File: config.mk
export PLATFORM = sky130hd
export DESIGN_NAME = axi_reg_slice_flat
export DESIGN_NICKNAME = d
export VERILOG_FILES = /design/src/rtl/axi_reg_slice_if.sv /design/src/rtl/axi_reg_slice.sv /design/src/flat_wrapper.sv
export SDC_FILE = /design/constraint.sdc
export NUM_CORES = 1
export LEC_CHECK = 0
export BUFFER_PORTS_ARGS = -buffer_cell sky130_fd_sc_hd__buf_2
export CAP_MARGIN = 0
export CORE_AREA = 2 2 261 263
export CTS_BUF_LIST = sky130_fd_sc_hd__clkbuf_8
export DETAILED_ROUTE_END_ITERATION = 8
export DIE_AREA = 0 0 263 265
export PLACE_DENSITY_LB_ADDON = 0.15
export RECOVER_POWER = 50
export SLEW_MARGIN = 20
export SYNTH_ARGS = -nofsm -noshare
export SYNTH_HDL_FRONTEND = slang
export SYNTH_SLANG_ARGS = --single-unit
File: constraint.sdc
create_clock -name clk -period 30.9 [get_ports clk]
set_clock_uncertainty 0.2 [all_clocks]
set_input_delay 9.27 -clock clk [delete_from_list [all_inputs] [get_ports clk]]
set_output_delay 9.27 -clock clk [all_outputs]
set_load 0.01 [all_outputs]
File: src/rtl/axi_reg_slice_if.sv
// AXI4 bundle (no user signals) shared by both sides of axi_reg_slice.
// The master modport drives AW/W/AR and the B/R ready signals; slave is its mirror.
interface axi_reg_slice_if #(
    parameter int ADDR_WIDTH = 36,
    parameter int DATA_WIDTH = 64,
    parameter int ID_WIDTH   = 16
);
    logic [ADDR_WIDTH-1:0]   awaddr;
    logic [ID_WIDTH-1:0]     awid;
    logic [7:0]              awlen;
    logic [2:0]              awsize;
    logic [1:0]              awburst;
    logic                    awlock;
    logic [3:0]              awcache;
    logic [2:0]              awprot;
    logic [3:0]              awqos;
    logic                    awvalid;
    logic                    awready;

    logic [DATA_WIDTH-1:0]   wdata;
    logic [DATA_WIDTH/8-1:0] wstrb;
    logic                    wlast;
    logic                    wvalid;
    logic                    wready;

    logic [ID_WIDTH-1:0]     bid;
    logic [1:0]              bresp;
    logic                    bvalid;
    logic                    bready;

    logic [ADDR_WIDTH-1:0]   araddr;
    logic [ID_WIDTH-1:0]     arid;
    logic [7:0]              arlen;
    logic [2:0]              arsize;
    logic [1:0]              arburst;
    logic                    arlock;
    logic [3:0]              arcache;
    logic [2:0]              arprot;
    logic [3:0]              arqos;
    logic                    arvalid;
    logic                    arready;

    logic [DATA_WIDTH-1:0]   rdata;
    logic [ID_WIDTH-1:0]     rid;
    logic [1:0]              rresp;
    logic                    rlast;
    logic                    rvalid;
    logic                    rready;

    modport master (
        output awaddr, awid, awlen, awsize, awburst, awlock, awcache, awprot, awqos, awvalid,
        input  awready,
        output wdata, wstrb, wlast, wvalid,
        input  wready,
        input  bid, bresp, bvalid,
        output bready,
        output araddr, arid, arlen, arsize, arburst, arlock, arcache, arprot, arqos, arvalid,
        input  arready,
        input  rdata, rid, rresp, rlast, rvalid,
        output rready
    );

    modport slave (
        input  awaddr, awid, awlen, awsize, awburst, awlock, awcache, awprot, awqos, awvalid,
        output awready,
        input  wdata, wstrb, wlast, wvalid,
        output wready,
        output bid, bresp, bvalid,
        input  bready,
        input  araddr, arid, arlen, arsize, arburst, arlock, arcache, arprot, arqos, arvalid,
        output arready,
        output rdata, rid, rresp, rlast, rvalid,
        input  rready
    );
endinterface

File: src/rtl/axi_reg_slice.sv
// Full-throughput AXI4 register slice: one two-entry skid buffer per channel so that
// every valid, ready and payload signal leaving the block comes straight from a flop.
module axi_reg_slice #(
    parameter int ADDR_WIDTH = 36,
    parameter int DATA_WIDTH = 64,
    parameter int ID_WIDTH   = 16
) (
    input  logic             clk,
    input  logic             reset,
    axi_reg_slice_if.slave   s_axi,
    axi_reg_slice_if.master  m_axi
);
    localparam int NCH  = 5;   // 0:AW 1:W 2:AR 3:B 4:R
    localparam int AX_W = ADDR_WIDTH + ID_WIDTH + 25;
    localparam int W_W  = DATA_WIDTH + DATA_WIDTH / 8 + 1;
    localparam int B_W  = ID_WIDTH + 2;
    localparam int R_W  = DATA_WIDTH + ID_WIDTH + 3;

    localparam logic [1:0] EMPTY = 2'd0;
    localparam logic [1:0] ONE   = 2'd1;
    localparam logic [1:0] FULL  = 2'd2;

    logic [NCH-1:0] in_valid, in_ready, out_valid, out_ready;
    logic [NCH-1:0] main_load, main_from_skid, skid_load;

    assign in_valid  = {m_axi.rvalid, m_axi.bvalid, s_axi.arvalid, s_axi.wvalid, s_axi.awvalid};
    assign out_ready = {s_axi.rready, s_axi.bready, m_axi.arready, m_axi.wready, m_axi.awready};

    assign s_axi.awready = in_ready[0];
    assign s_axi.wready  = in_ready[1];
    assign s_axi.arready = in_ready[2];
    assign m_axi.bready  = in_ready[3];
    assign m_axi.rready  = in_ready[4];

    assign m_axi.awvalid = out_valid[0];
    assign m_axi.wvalid  = out_valid[1];
    assign m_axi.arvalid = out_valid[2];
    assign s_axi.bvalid  = out_valid[3];
    assign s_axi.rvalid  = out_valid[4];

    genvar gi;
    generate
        for (gi = 0; gi < NCH; gi++) begin : g_ch
            logic [1:0] state_q, state_d;
            logic       in_ready_q, out_valid_q;
            logic       in_fire, out_fire;
            logic       load_main, load_skid, sel_skid;

            always_comb begin
                in_fire   = in_valid[gi] & in_ready_q;
                out_fire  = out_valid_q & out_ready[gi];
                state_d   = state_q;
                load_main = 1'b0;
                load_skid = 1'b0;
                sel_skid  = 1'b0;
                case (state_q)
                    EMPTY: if (in_fire) begin
                        state_d   = ONE;
                        load_main = 1'b1;
                    end
                    ONE: begin
                        if (in_fire && !out_fire) begin
                            state_d   = FULL;
                            load_skid = 1'b1;
                        end else if (!in_fire && out_fire) begin
                            state_d = EMPTY;
                        end else if (in_fire && out_fire) begin
                            load_main = 1'b1;
                        end
                    end
                    FULL: if (out_fire) begin
                        state_d   = ONE;
                        load_main = 1'b1;
                        sel_skid  = 1'b1;
                    end
                    default: state_d = EMPTY;
                endcase
            end

            // Handshake flags are registered copies of the next state, never decoded from it.
            always_ff @(posedge clk) begin
                if (reset) begin
                    state_q     <= EMPTY;
                    in_ready_q  <= 1'b0;
                    out_valid_q <= 1'b0;
                end else begin
                    state_q     <= state_d;
                    in_ready_q  <= (state_d != FULL);
                    out_valid_q <= (state_d != EMPTY);
                end
            end

            assign in_ready[gi]       = in_ready_q;
            assign out_valid[gi]      = out_valid_q;
            assign main_load[gi]      = load_main & ~reset;
            assign skid_load[gi]      = load_skid & ~reset;
            assign main_from_skid[gi] = sel_skid;
        end
    endgenerate

    logic [AX_W-1:0] aw_in, aw_main_q, aw_skid_q, ar_in, ar_main_q, ar_skid_q;
    logic [W_W-1:0]  w_in, w_main_q, w_skid_q;
    logic [B_W-1:0]  b_in, b_main_q, b_skid_q;
    logic [R_W-1:0]  r_in, r_main_q, r_skid_q;

    assign aw_in = {s_axi.awaddr, s_axi.awid, s_axi.awlen, s_axi.awsize, s_axi.awburst,
                    s_axi.awlock, s_axi.awcache, s_axi.awprot, s_axi.awqos};
    assign ar_in = {s_axi.araddr, s_axi.arid, s_axi.arlen, s_axi.arsize, s_axi.arburst,
                    s_axi.arlock, s_axi.arcache, s_axi.arprot, s_axi.arqos};
    assign w_in  = {s_axi.wdata, s_axi.wstrb, s_axi.wlast};
    assign b_in  = {m_axi.bid, m_axi.bresp};
    assign r_in  = {m_axi.rdata, m_axi.rid, m_axi.rresp, m_axi.rlast};

    // Payload registers carry no reset; they are only meaningful while out_valid is high.
    always_ff @(posedge clk) begin
        if (skid_load[0]) aw_skid_q <= aw_in;
        if (main_load[0]) aw_main_q <= main_from_skid[0] ? aw_skid_q : aw_in;
        if (skid_load[1]) w_skid_q  <= w_in;
        if (main_load[1]) w_main_q  <= main_from_skid[1] ? w_skid_q : w_in;
        if (skid_load[2]) ar_skid_q <= ar_in;
        if (main_load[2]) ar_main_q <= main_from_skid[2] ? ar_skid_q : ar_in;
        if (skid_load[3]) b_skid_q  <= b_in;
        if (main_load[3]) b_main_q  <= main_from_skid[3] ? b_skid_q : b_in;
        if (skid_load[4]) r_skid_q  <= r_in;
        if (main_load[4]) r_main_q  <= main_from_skid[4] ? r_skid_q : r_in;
    end

    assign {m_axi.awaddr, m_axi.awid, m_axi.awlen, m_axi.awsize, m_axi.awburst,
            m_axi.awlock, m_axi.awcache, m_axi.awprot, m_axi.awqos} = aw_main_q;
    assign {m_axi.araddr, m_axi.arid, m_axi.arlen, m_axi.arsize, m_axi.arburst,
            m_axi.arlock, m_axi.arcache, m_axi.arprot, m_axi.arqos} = ar_main_q;
    assign {m_axi.wdata, m_axi.wstrb, m_axi.wlast}            = w_main_q;
    assign {s_axi.bid, s_axi.bresp}                           = b_main_q;
    assign {s_axi.rdata, s_axi.rid, s_axi.rresp, s_axi.rlast} = r_main_q;
endmodule

File: src/flat_wrapper.sv
// flat-port wrapper written by rule: the top's interface ports become plain ports
module axi_reg_slice_flat 
#(
    parameter int ADDR_WIDTH = 36,
    parameter int DATA_WIDTH = 64,
    parameter int ID_WIDTH   = 16
)
  (clk, reset, s_axi_awaddr, s_axi_awid, s_axi_awlen, s_axi_awsize, s_axi_awburst, s_axi_awlock, s_axi_awcache, s_axi_awprot, s_axi_awqos, s_axi_awvalid, s_axi_awready, s_axi_wdata, s_axi_wstrb, s_axi_wlast, s_axi_wvalid, s_axi_wready, s_axi_bid, s_axi_bresp, s_axi_bvalid, s_axi_bready, s_axi_araddr, s_axi_arid, s_axi_arlen, s_axi_arsize, s_axi_arburst, s_axi_arlock, s_axi_arcache, s_axi_arprot, s_axi_arqos, s_axi_arvalid, s_axi_arready, s_axi_rdata, s_axi_rid, s_axi_rresp, s_axi_rlast, s_axi_rvalid, s_axi_rready, m_axi_awaddr, m_axi_awid, m_axi_awlen, m_axi_awsize, m_axi_awburst, m_axi_awlock, m_axi_awcache, m_axi_awprot, m_axi_awqos, m_axi_awvalid, m_axi_awready, m_axi_wdata, m_axi_wstrb, m_axi_wlast, m_axi_wvalid, m_axi_wready, m_axi_bid, m_axi_bresp, m_axi_bvalid, m_axi_bready, m_axi_araddr, m_axi_arid, m_axi_arlen, m_axi_arsize, m_axi_arburst, m_axi_arlock, m_axi_arcache, m_axi_arprot, m_axi_arqos, m_axi_arvalid, m_axi_arready, m_axi_rdata, m_axi_rid, m_axi_rresp, m_axi_rlast, m_axi_rvalid, m_axi_rready);
  axi_reg_slice_if #(.ADDR_WIDTH(ADDR_WIDTH), .DATA_WIDTH(DATA_WIDTH), .ID_WIDTH(ID_WIDTH)) s_axi_i ();
  axi_reg_slice_if #(.ADDR_WIDTH(ADDR_WIDTH), .DATA_WIDTH(DATA_WIDTH), .ID_WIDTH(ID_WIDTH)) m_axi_i ();
  input  logic clk;
  input  logic reset;
  input wire logic [$bits(s_axi_i.awaddr)-1:0] s_axi_awaddr;
  input wire logic [$bits(s_axi_i.awid)-1:0] s_axi_awid;
  input wire logic [$bits(s_axi_i.awlen)-1:0] s_axi_awlen;
  input wire logic [$bits(s_axi_i.awsize)-1:0] s_axi_awsize;
  input wire logic [$bits(s_axi_i.awburst)-1:0] s_axi_awburst;
  input wire logic [$bits(s_axi_i.awlock)-1:0] s_axi_awlock;
  input wire logic [$bits(s_axi_i.awcache)-1:0] s_axi_awcache;
  input wire logic [$bits(s_axi_i.awprot)-1:0] s_axi_awprot;
  input wire logic [$bits(s_axi_i.awqos)-1:0] s_axi_awqos;
  input wire logic [$bits(s_axi_i.awvalid)-1:0] s_axi_awvalid;
  output wire logic [$bits(s_axi_i.awready)-1:0] s_axi_awready;
  input wire logic [$bits(s_axi_i.wdata)-1:0] s_axi_wdata;
  input wire logic [$bits(s_axi_i.wstrb)-1:0] s_axi_wstrb;
  input wire logic [$bits(s_axi_i.wlast)-1:0] s_axi_wlast;
  input wire logic [$bits(s_axi_i.wvalid)-1:0] s_axi_wvalid;
  output wire logic [$bits(s_axi_i.wready)-1:0] s_axi_wready;
  output wire logic [$bits(s_axi_i.bid)-1:0] s_axi_bid;
  output wire logic [$bits(s_axi_i.bresp)-1:0] s_axi_bresp;
  output wire logic [$bits(s_axi_i.bvalid)-1:0] s_axi_bvalid;
  input wire logic [$bits(s_axi_i.bready)-1:0] s_axi_bready;
  input wire logic [$bits(s_axi_i.araddr)-1:0] s_axi_araddr;
  input wire logic [$bits(s_axi_i.arid)-1:0] s_axi_arid;
  input wire logic [$bits(s_axi_i.arlen)-1:0] s_axi_arlen;
  input wire logic [$bits(s_axi_i.arsize)-1:0] s_axi_arsize;
  input wire logic [$bits(s_axi_i.arburst)-1:0] s_axi_arburst;
  input wire logic [$bits(s_axi_i.arlock)-1:0] s_axi_arlock;
  input wire logic [$bits(s_axi_i.arcache)-1:0] s_axi_arcache;
  input wire logic [$bits(s_axi_i.arprot)-1:0] s_axi_arprot;
  input wire logic [$bits(s_axi_i.arqos)-1:0] s_axi_arqos;
  input wire logic [$bits(s_axi_i.arvalid)-1:0] s_axi_arvalid;
  output wire logic [$bits(s_axi_i.arready)-1:0] s_axi_arready;
  output wire logic [$bits(s_axi_i.rdata)-1:0] s_axi_rdata;
  output wire logic [$bits(s_axi_i.rid)-1:0] s_axi_rid;
  output wire logic [$bits(s_axi_i.rresp)-1:0] s_axi_rresp;
  output wire logic [$bits(s_axi_i.rlast)-1:0] s_axi_rlast;
  output wire logic [$bits(s_axi_i.rvalid)-1:0] s_axi_rvalid;
  input wire logic [$bits(s_axi_i.rready)-1:0] s_axi_rready;
  output wire logic [$bits(m_axi_i.awaddr)-1:0] m_axi_awaddr;
  output wire logic [$bits(m_axi_i.awid)-1:0] m_axi_awid;
  output wire logic [$bits(m_axi_i.awlen)-1:0] m_axi_awlen;
  output wire logic [$bits(m_axi_i.awsize)-1:0] m_axi_awsize;
  output wire logic [$bits(m_axi_i.awburst)-1:0] m_axi_awburst;
  output wire logic [$bits(m_axi_i.awlock)-1:0] m_axi_awlock;
  output wire logic [$bits(m_axi_i.awcache)-1:0] m_axi_awcache;
  output wire logic [$bits(m_axi_i.awprot)-1:0] m_axi_awprot;
  output wire logic [$bits(m_axi_i.awqos)-1:0] m_axi_awqos;
  output wire logic [$bits(m_axi_i.awvalid)-1:0] m_axi_awvalid;
  input wire logic [$bits(m_axi_i.awready)-1:0] m_axi_awready;
  output wire logic [$bits(m_axi_i.wdata)-1:0] m_axi_wdata;
  output wire logic [$bits(m_axi_i.wstrb)-1:0] m_axi_wstrb;
  output wire logic [$bits(m_axi_i.wlast)-1:0] m_axi_wlast;
  output wire logic [$bits(m_axi_i.wvalid)-1:0] m_axi_wvalid;
  input wire logic [$bits(m_axi_i.wready)-1:0] m_axi_wready;
  input wire logic [$bits(m_axi_i.bid)-1:0] m_axi_bid;
  input wire logic [$bits(m_axi_i.bresp)-1:0] m_axi_bresp;
  input wire logic [$bits(m_axi_i.bvalid)-1:0] m_axi_bvalid;
  output wire logic [$bits(m_axi_i.bready)-1:0] m_axi_bready;
  output wire logic [$bits(m_axi_i.araddr)-1:0] m_axi_araddr;
  output wire logic [$bits(m_axi_i.arid)-1:0] m_axi_arid;
  output wire logic [$bits(m_axi_i.arlen)-1:0] m_axi_arlen;
  output wire logic [$bits(m_axi_i.arsize)-1:0] m_axi_arsize;
  output wire logic [$bits(m_axi_i.arburst)-1:0] m_axi_arburst;
  output wire logic [$bits(m_axi_i.arlock)-1:0] m_axi_arlock;
  output wire logic [$bits(m_axi_i.arcache)-1:0] m_axi_arcache;
  output wire logic [$bits(m_axi_i.arprot)-1:0] m_axi_arprot;
  output wire logic [$bits(m_axi_i.arqos)-1:0] m_axi_arqos;
  output wire logic [$bits(m_axi_i.arvalid)-1:0] m_axi_arvalid;
  input wire logic [$bits(m_axi_i.arready)-1:0] m_axi_arready;
  input wire logic [$bits(m_axi_i.rdata)-1:0] m_axi_rdata;
  input wire logic [$bits(m_axi_i.rid)-1:0] m_axi_rid;
  input wire logic [$bits(m_axi_i.rresp)-1:0] m_axi_rresp;
  input wire logic [$bits(m_axi_i.rlast)-1:0] m_axi_rlast;
  input wire logic [$bits(m_axi_i.rvalid)-1:0] m_axi_rvalid;
  output wire logic [$bits(m_axi_i.rready)-1:0] m_axi_rready;
  assign s_axi_i.awaddr = s_axi_awaddr;
  assign s_axi_i.awid = s_axi_awid;
  assign s_axi_i.awlen = s_axi_awlen;
  assign s_axi_i.awsize = s_axi_awsize;
  assign s_axi_i.awburst = s_axi_awburst;
  assign s_axi_i.awlock = s_axi_awlock;
  assign s_axi_i.awcache = s_axi_awcache;
  assign s_axi_i.awprot = s_axi_awprot;
  assign s_axi_i.awqos = s_axi_awqos;
  assign s_axi_i.awvalid = s_axi_awvalid;
  assign s_axi_awready = s_axi_i.awready;
  assign s_axi_i.wdata = s_axi_wdata;
  assign s_axi_i.wstrb = s_axi_wstrb;
  assign s_axi_i.wlast = s_axi_wlast;
  assign s_axi_i.wvalid = s_axi_wvalid;
  assign s_axi_wready = s_axi_i.wready;
  assign s_axi_bid = s_axi_i.bid;
  assign s_axi_bresp = s_axi_i.bresp;
  assign s_axi_bvalid = s_axi_i.bvalid;
  assign s_axi_i.bready = s_axi_bready;
  assign s_axi_i.araddr = s_axi_araddr;
  assign s_axi_i.arid = s_axi_arid;
  assign s_axi_i.arlen = s_axi_arlen;
  assign s_axi_i.arsize = s_axi_arsize;
  assign s_axi_i.arburst = s_axi_arburst;
  assign s_axi_i.arlock = s_axi_arlock;
  assign s_axi_i.arcache = s_axi_arcache;
  assign s_axi_i.arprot = s_axi_arprot;
  assign s_axi_i.arqos = s_axi_arqos;
  assign s_axi_i.arvalid = s_axi_arvalid;
  assign s_axi_arready = s_axi_i.arready;
  assign s_axi_rdata = s_axi_i.rdata;
  assign s_axi_rid = s_axi_i.rid;
  assign s_axi_rresp = s_axi_i.rresp;
  assign s_axi_rlast = s_axi_i.rlast;
  assign s_axi_rvalid = s_axi_i.rvalid;
  assign s_axi_i.rready = s_axi_rready;
  assign m_axi_awaddr = m_axi_i.awaddr;
  assign m_axi_awid = m_axi_i.awid;
  assign m_axi_awlen = m_axi_i.awlen;
  assign m_axi_awsize = m_axi_i.awsize;
  assign m_axi_awburst = m_axi_i.awburst;
  assign m_axi_awlock = m_axi_i.awlock;
  assign m_axi_awcache = m_axi_i.awcache;
  assign m_axi_awprot = m_axi_i.awprot;
  assign m_axi_awqos = m_axi_i.awqos;
  assign m_axi_awvalid = m_axi_i.awvalid;
  assign m_axi_i.awready = m_axi_awready;
  assign m_axi_wdata = m_axi_i.wdata;
  assign m_axi_wstrb = m_axi_i.wstrb;
  assign m_axi_wlast = m_axi_i.wlast;
  assign m_axi_wvalid = m_axi_i.wvalid;
  assign m_axi_i.wready = m_axi_wready;
  assign m_axi_i.bid = m_axi_bid;
  assign m_axi_i.bresp = m_axi_bresp;
  assign m_axi_i.bvalid = m_axi_bvalid;
  assign m_axi_bready = m_axi_i.bready;
  assign m_axi_araddr = m_axi_i.araddr;
  assign m_axi_arid = m_axi_i.arid;
  assign m_axi_arlen = m_axi_i.arlen;
  assign m_axi_arsize = m_axi_i.arsize;
  assign m_axi_arburst = m_axi_i.arburst;
  assign m_axi_arlock = m_axi_i.arlock;
  assign m_axi_arcache = m_axi_i.arcache;
  assign m_axi_arprot = m_axi_i.arprot;
  assign m_axi_arqos = m_axi_i.arqos;
  assign m_axi_arvalid = m_axi_i.arvalid;
  assign m_axi_i.arready = m_axi_arready;
  assign m_axi_i.rdata = m_axi_rdata;
  assign m_axi_i.rid = m_axi_rid;
  assign m_axi_i.rresp = m_axi_rresp;
  assign m_axi_i.rlast = m_axi_rlast;
  assign m_axi_i.rvalid = m_axi_rvalid;
  assign m_axi_rready = m_axi_i.rready;
  axi_reg_slice #(.ADDR_WIDTH(ADDR_WIDTH), .DATA_WIDTH(DATA_WIDTH), .ID_WIDTH(ID_WIDTH)) u_core (.clk(clk), .reset(reset), .s_axi(s_axi_i), .m_axi(m_axi_i));
endmodule
Word level (Yosys, flattened, before mapping)
Cells that the tools add are included.
W data, S select, Z words.
{"block": "op_classes", "addsub": 0, "n_mul": 0, "div": 0, "n_lt_le_gt_ge": 0, "eq_ne": 15, "shifts": 0, "mux": 75, "bitwise": 21, "n_reduce_logical": 35}
{"cell": "$mux W77", "count": 2}
{"cell": "$mux W83", "count": 1}
{"cell": "$mux W73", "count": 1}
{"cell": "$mux W1", "count": 40}
{"cell": "$mux W2", "count": 20}
{"cell": "$pmux W2 S3", "count": 5}
{"cell": "$and A1 B1 Y1", "count": 20}
{"cell": "$mux W18", "count": 1}
{"cell": "$logic_and A1 B1 Y1", "count": 15}
{"cell": "$pmux W1 S3", "count": 5}
{"cell": "$eq A2 B1 Y1 const B", "count": 5}
{"cell": "$eq A2 B2 Y1 const B", "count": 5}
{"cell": "$logic_not A1 Y1", "count": 10}
{"cell": "$logic_not A2 Y1", "count": 5}
{"cell": "$ne A2 B2 Y1 const B", "count": 5}
{"cell": "$reduce_bool A2 Y1", "count": 5}
{"cell": "$not A1 Y1", "count": 1}
{"block": "totals", "register_bits": 676, "latchBits": 0, "ramBits": 0, "mem_bits_ro": 0, "inputBits": 340, "output_inout_bits": 338, "wordCells": 171, "memories": 0}

Depth between registers and ports, before layout
{"block": "logic_depth", "depth_word": 7, "mapped_depth": 6, "ltp_nobuf": 3}

Worst setup path before layout
Ideal clock, no wire load.
{"block": "synth_timing", "path_type": "in2reg", "from": "input reset", "to": "register u_core.r_skid_q[0] (enable)", "setup_time_ns": 0.729, "arrival_ns": 17.633, "required_time_ns": 29.971, "path_slack_ns": 12.338, "cell_stages": 3, "path_buffers": 2, "path_cell_list": "clkbuf_1 -> clkbuf_1 -> nor4_1"}
{"block": "synth_between", "elab_chain_cells": 2}
{"item": "from (decl)", "line": "flat_wrapper.sv:12", "text": "input logic reset;"}
{"item": "$not A1 Y1", "line": "axi_reg_slice.sv:96", "text": "assign skid_load[gi] = load_skid & ~reset;"}
{"item": "$and A1 B1 Y1", "line": "axi_reg_slice.sv:96"}
{"item": "named net u_core.skid_load[4]", "line": "axi_reg_slice.sv:24", "text": "logic [NCH-1:0] main_load, main_from_skid, skid_load;"}
{"item": "to (signal assigned)", "line": "axi_reg_slice.sv:124", "text": "if (skid_load[4]) r_skid_q <= r_in;"}
{"item": "to (decl)", "line": "axi_reg_slice.sv:104", "text": "logic [R_W-1:0] r_in, r_main_q, r_skid_q;"}
The timed path passes the listed nets, and every way through them passes these cells.
A chain may end at the register's enable or synchronous reset.

Worst setup path after layout
{"block": "layout_timing", "from": "input m_axi_awready", "to": "register u_core.aw_main_q[70] (enable)"}
{"block": "layout_between", "elab_chain_cells": 7, "word_cells_on_any_way": 11, "classes_between": "5 x mux; 2 x bitwise; 4 x reduce/logical"}
{"item": "from (decl)", "line": "flat_wrapper.sv:60", "text": "input wire logic [$bits(m_axi_i.awready)-1:0] m_axi_awready;"}
{"item": "$and A1 B1 Y1 (*)", "line": "axi_reg_slice.sv:51", "text": "out_fire = out_valid_q & out_ready[gi];"}
{"item": "$logic_and A1 B1 Y1", "line": "axi_reg_slice.sv:67", "text": "end else if (in_fire && out_fire) begin"}
{"item": "$mux W1", "line": "axi_reg_slice.sv:67"}
{"item": "$mux W1", "line": "axi_reg_slice.sv:65", "text": "end else if (!in_fire && out_fire) begin"}
{"item": "$mux W1", "line": "axi_reg_slice.sv:62", "text": "if (in_fire && !out_fire) begin"}
{"item": "$pmux W1 S3 (*)", "line": "axi_reg_slice.sv:56", "text": "case (state_q)"}
{"item": "$and A1 B1 Y1 (*)", "line": "axi_reg_slice.sv:95", "text": "assign main_load[gi] = load_main & ~reset;"}
{"item": "named net u_core.main_load[0]", "line": "axi_reg_slice.sv:24"}
{"item": "to (signal assigned)", "line": "axi_reg_slice.sv:117", "text": "if (main_load[0]) aw_main_q <= main_from_skid[0] ? aw_skid_q : aw_in;"}
{"item": "to (decl)", "line": "axi_reg_slice.sv:101", "text": "logic [AX_W-1:0] aw_in, aw_main_q, aw_skid_q, ar_in, ar_main_q, ar_skid_q;"}
The timed path passes the listed nets; every way through them passes the cells marked *.

==> results_dict.tcl <==
set metrics [dict create \
    status "complete, but fails checks" \
    violations "capacitance limit, slew limit" \
    coreArea_um2 66800 \
    multi_input_area_um2 4329 \
    endpoint "u_core.aw_main_q[70]" \
    rr_worst_depth 6 \
    area_growth_pct 25.70 \
    num_vias 13489 \
    setup_viol 0 \
    seqCellArea_um2 20100 \
    hold_buffers 0 \
    drt_wl_total_mm 61.44 \
    power_frac_comb 0.050 \
    firstDrtPassIters 5 \
    grt_max_degree 79 \
    antenna_found_initial 19 \
    nets 2241 \
    hold_violations 0 \
    htreeDepth 3 \
    cts_root_buffer "clkbuf_8" \
    power_density_nw_per_um2 60.55 \
    synth.net_count 1472 \
    rsz0062_at_grt "false" \
    yosys.area.top_type "edfxtp_1" \
    grt_pass1_wl_mm 89.50 \
    crit_type "in -> reg" \
    first_iter_violations 838 \
    min_period_ns 13.97 \
    overflow 0 \
    grt_pass1_vias 14270 \
    cts_buffers 112 \
    yosysMostFrequentCell "edfxtp_1" \
    cts.repair.resized 0 \
    postCtsSetupBuffers 0 \
    grt_util_all_layers 0.1707 \
    dp_hpwl_mm 42.11 \
    worst_ir_drop_vdd_mv 0.03237 \
    cts.path.max_buffers 3 \
    yosysUniqueCellTypes 37 \
    post-route-period-util 0.4520 \
    start_util 0.3683 \
    arrival_ns 14.14 \
    routedWlPerCell_um 21.33 \
    power_frac_clock 0.395 \
    swShare 0.2214 \
    postLayoutCoreUtil 0.4630 \
    syn_inst 1132 \
    drtAntennaViolNets 0 \
    endpoint_kind "flip-flop" \
    dieWidth_um 263 \
    r2r_setup_slack_ns 25.04 \
    numClockSinks 676 \
    rows 95 \
    ios 678 \
    clk_latency_ns 0.68 \
    max_freq_ghz 0.07159 \
    fill_cells 5996 \
    synth_top_area_share 0.8007 \
    synth_common_cells "656 x edfxtp_1, 320 x mux2_2, 32 x buf_2" \
    port-buffer-count 677 \
    crit_path_start "m_axi_awready" \
    leakage_nw 11.25 \
    drc_errors 0 \
    worstPathMaxFanout 78 \
    intPower_w 0.001458 \
    synth-seq-area-share 0.8169 \
    worst_pin_slew_ns 4.613 \
    crit_required_ns 31.07 \
    cts_tree "done" \
    place_congestion 0.7984 \
    hold_path_class "reg -> reg" \
    power_frac_seq 0.555 \
    synth.top_cells.by_area "edfxtp_1 80%, mux2_2 15%, dfxtp_1 1.6%" \
    final.setup.tns_ns 0 \
    drive_gt1_frac 0.4950 \
    maxCapViolCount 12 \
    p_sw_w 0.0004146 \
    timing.rr.start "u_core.g_ch[0].state_q[0]" \
    die_area_um2 69700 \
    slew_headroom -2.076 \
    critPathLaunchType "input port" \
    place_ws_ns 18.80 \
    clk_pin_slew_ns 0.06 \
    report.final.slew_viol_count 552 \
    synthArstFlopShare 0 \
    syn_area_um2 24600 \
    setup_slack_ns 16.93 \
    synth_seq_cells 676 \
    synth-edff-count 656 \
    vias_per_cell 4.682 \
    yosys_warnings 0 \
    r2r-end "u_core.aw_main_q[70]" \
    synth.avg_cell_area_um2 21.73 \
    die_y_um 265 \
    worstHoldStart "u_core.g_ch[1].state_q[0]" \
    synth_flop_cell "edfxtp_1" \
]
==> critical path, stage by stage <==
cell	delay [ns]
clkbuf_1	0.13
nand3_4	0.07
clkbuf_1	3.21
a21oi_4	-0.07
clkbuf_1	0.94
buf_12	0.51
==> flip-flops by register name (all words and copies together) (netlist names), 10 cells and up <==
| name | count |
|---|---|
| u_core.w_skid_q | 73 |
| u_core.g_ch.state_q | 10 |
| u_core.ar_skid_q | 77 |
| u_core.b_main_q | 18 |
| u_core.r_skid_q | 83 |
| u_core.r_main_q | 83 |
| u_core.aw_main_q | 77 |
| u_core.ar_main_q | 77 |
| u_core.w_main_q | 73 |
| u_core.b_skid_q | 18 |
| u_core.aw_skid_q | 77 |
==> power by group through the flow <==
stage / sequential (W) / combinational [W] / clock (W)
2_1_floorplan: 0.00107 / 0.0000338 / 0
3_3_place_gp: 0.00106 / 0.0000944 / 0
3_5_place_dp: 0.00106 / 0.0000971 / 0
4_1_cts: 0.00104 / 0.0000977 / 0.000767
5_1_grt: 0.00104 / 0.000102 / 0.000803
6_report: 0.00104 / 0.0000928 / 0.000740
==> through the flow <==
stage                     cell area [µm²]  std cells  hold slack [ns]  total power [W]
after global routing                30920       2878           0.3335         0.001946
after floorplan                     24600       1132           0.2488         0.001103
after global placement              29100       2659           0.2849         0.001153
final                               30930       2881           0.3071         0.001873
after detailed placement            29100       2659           0.3017         0.001156
after CTS                           31190       2868           0.3124         0.001905
==> per-layer routing <==
metal  part of all wire  up-vias  wire length (µm)  GRT usage
li1                   -     6116                 -          -
met5             0.0018        -               109          0
met2               0.51      492             31560     0.2916
met3              0.086      135              5274    0.06633
met1               0.36     6728             22370     0.1881
met4              0.035       18              2133    0.07815
==> logic make-up after synthesis <==
logic type | Yosys count | share of synthesized area
muxes | 328 | 0.1513
buffers and inverters | 40 | 0.009102
and+or+nand+nor | 50 | 0.01241
AOI/OAI and AO/OA | 38 | 0.01022
DFF | 676 | 0.8169
==> worst min-delay path by stage <==
stage                     slack (ns)  cells after the start                    to
after floorplan                 0.25                      1  u_core.m_axi.arvalid
after global placement          0.28                      1   u_core.s_axi.rvalid
after detailed placement        0.30                      1  u_core.m_axi.arvalid
after CTS                       0.31                      1   u_core.w_main_q[38]
after global routing            0.33                      1   u_core.w_main_q[38]
final                           0.31                      1   u_core.m_axi.wvalid
==> cell usage in the layout, fill, tap and decap left out, drive strengths merged, types with 4 or more instances in the layout <==
cell type	count
edfxtp	656
buf	518
mux2	328
clkbuf	290
inv	46
clkinv	45
dfxtp	20
a21oi	14
diode	12
nand2	11
o21ai	7
nor2b	6
nand3	6
nor2	5
bufinv	5
a21boi	4
==> area by class of cell <==
cell class                      instances  share of cell area
Timing Repair Buffer                  695              0.1062
Tap cell                              873             0.03532
Antenna cell                           12           0.0009710
Multi-Input combinational cell        416              0.1400
Clock buffer                          113             0.05029
Clock inverter                         96             0.01740
Sequential cell                       676              0.6499
No activity file was read; power rests on OpenSTA's default activity.
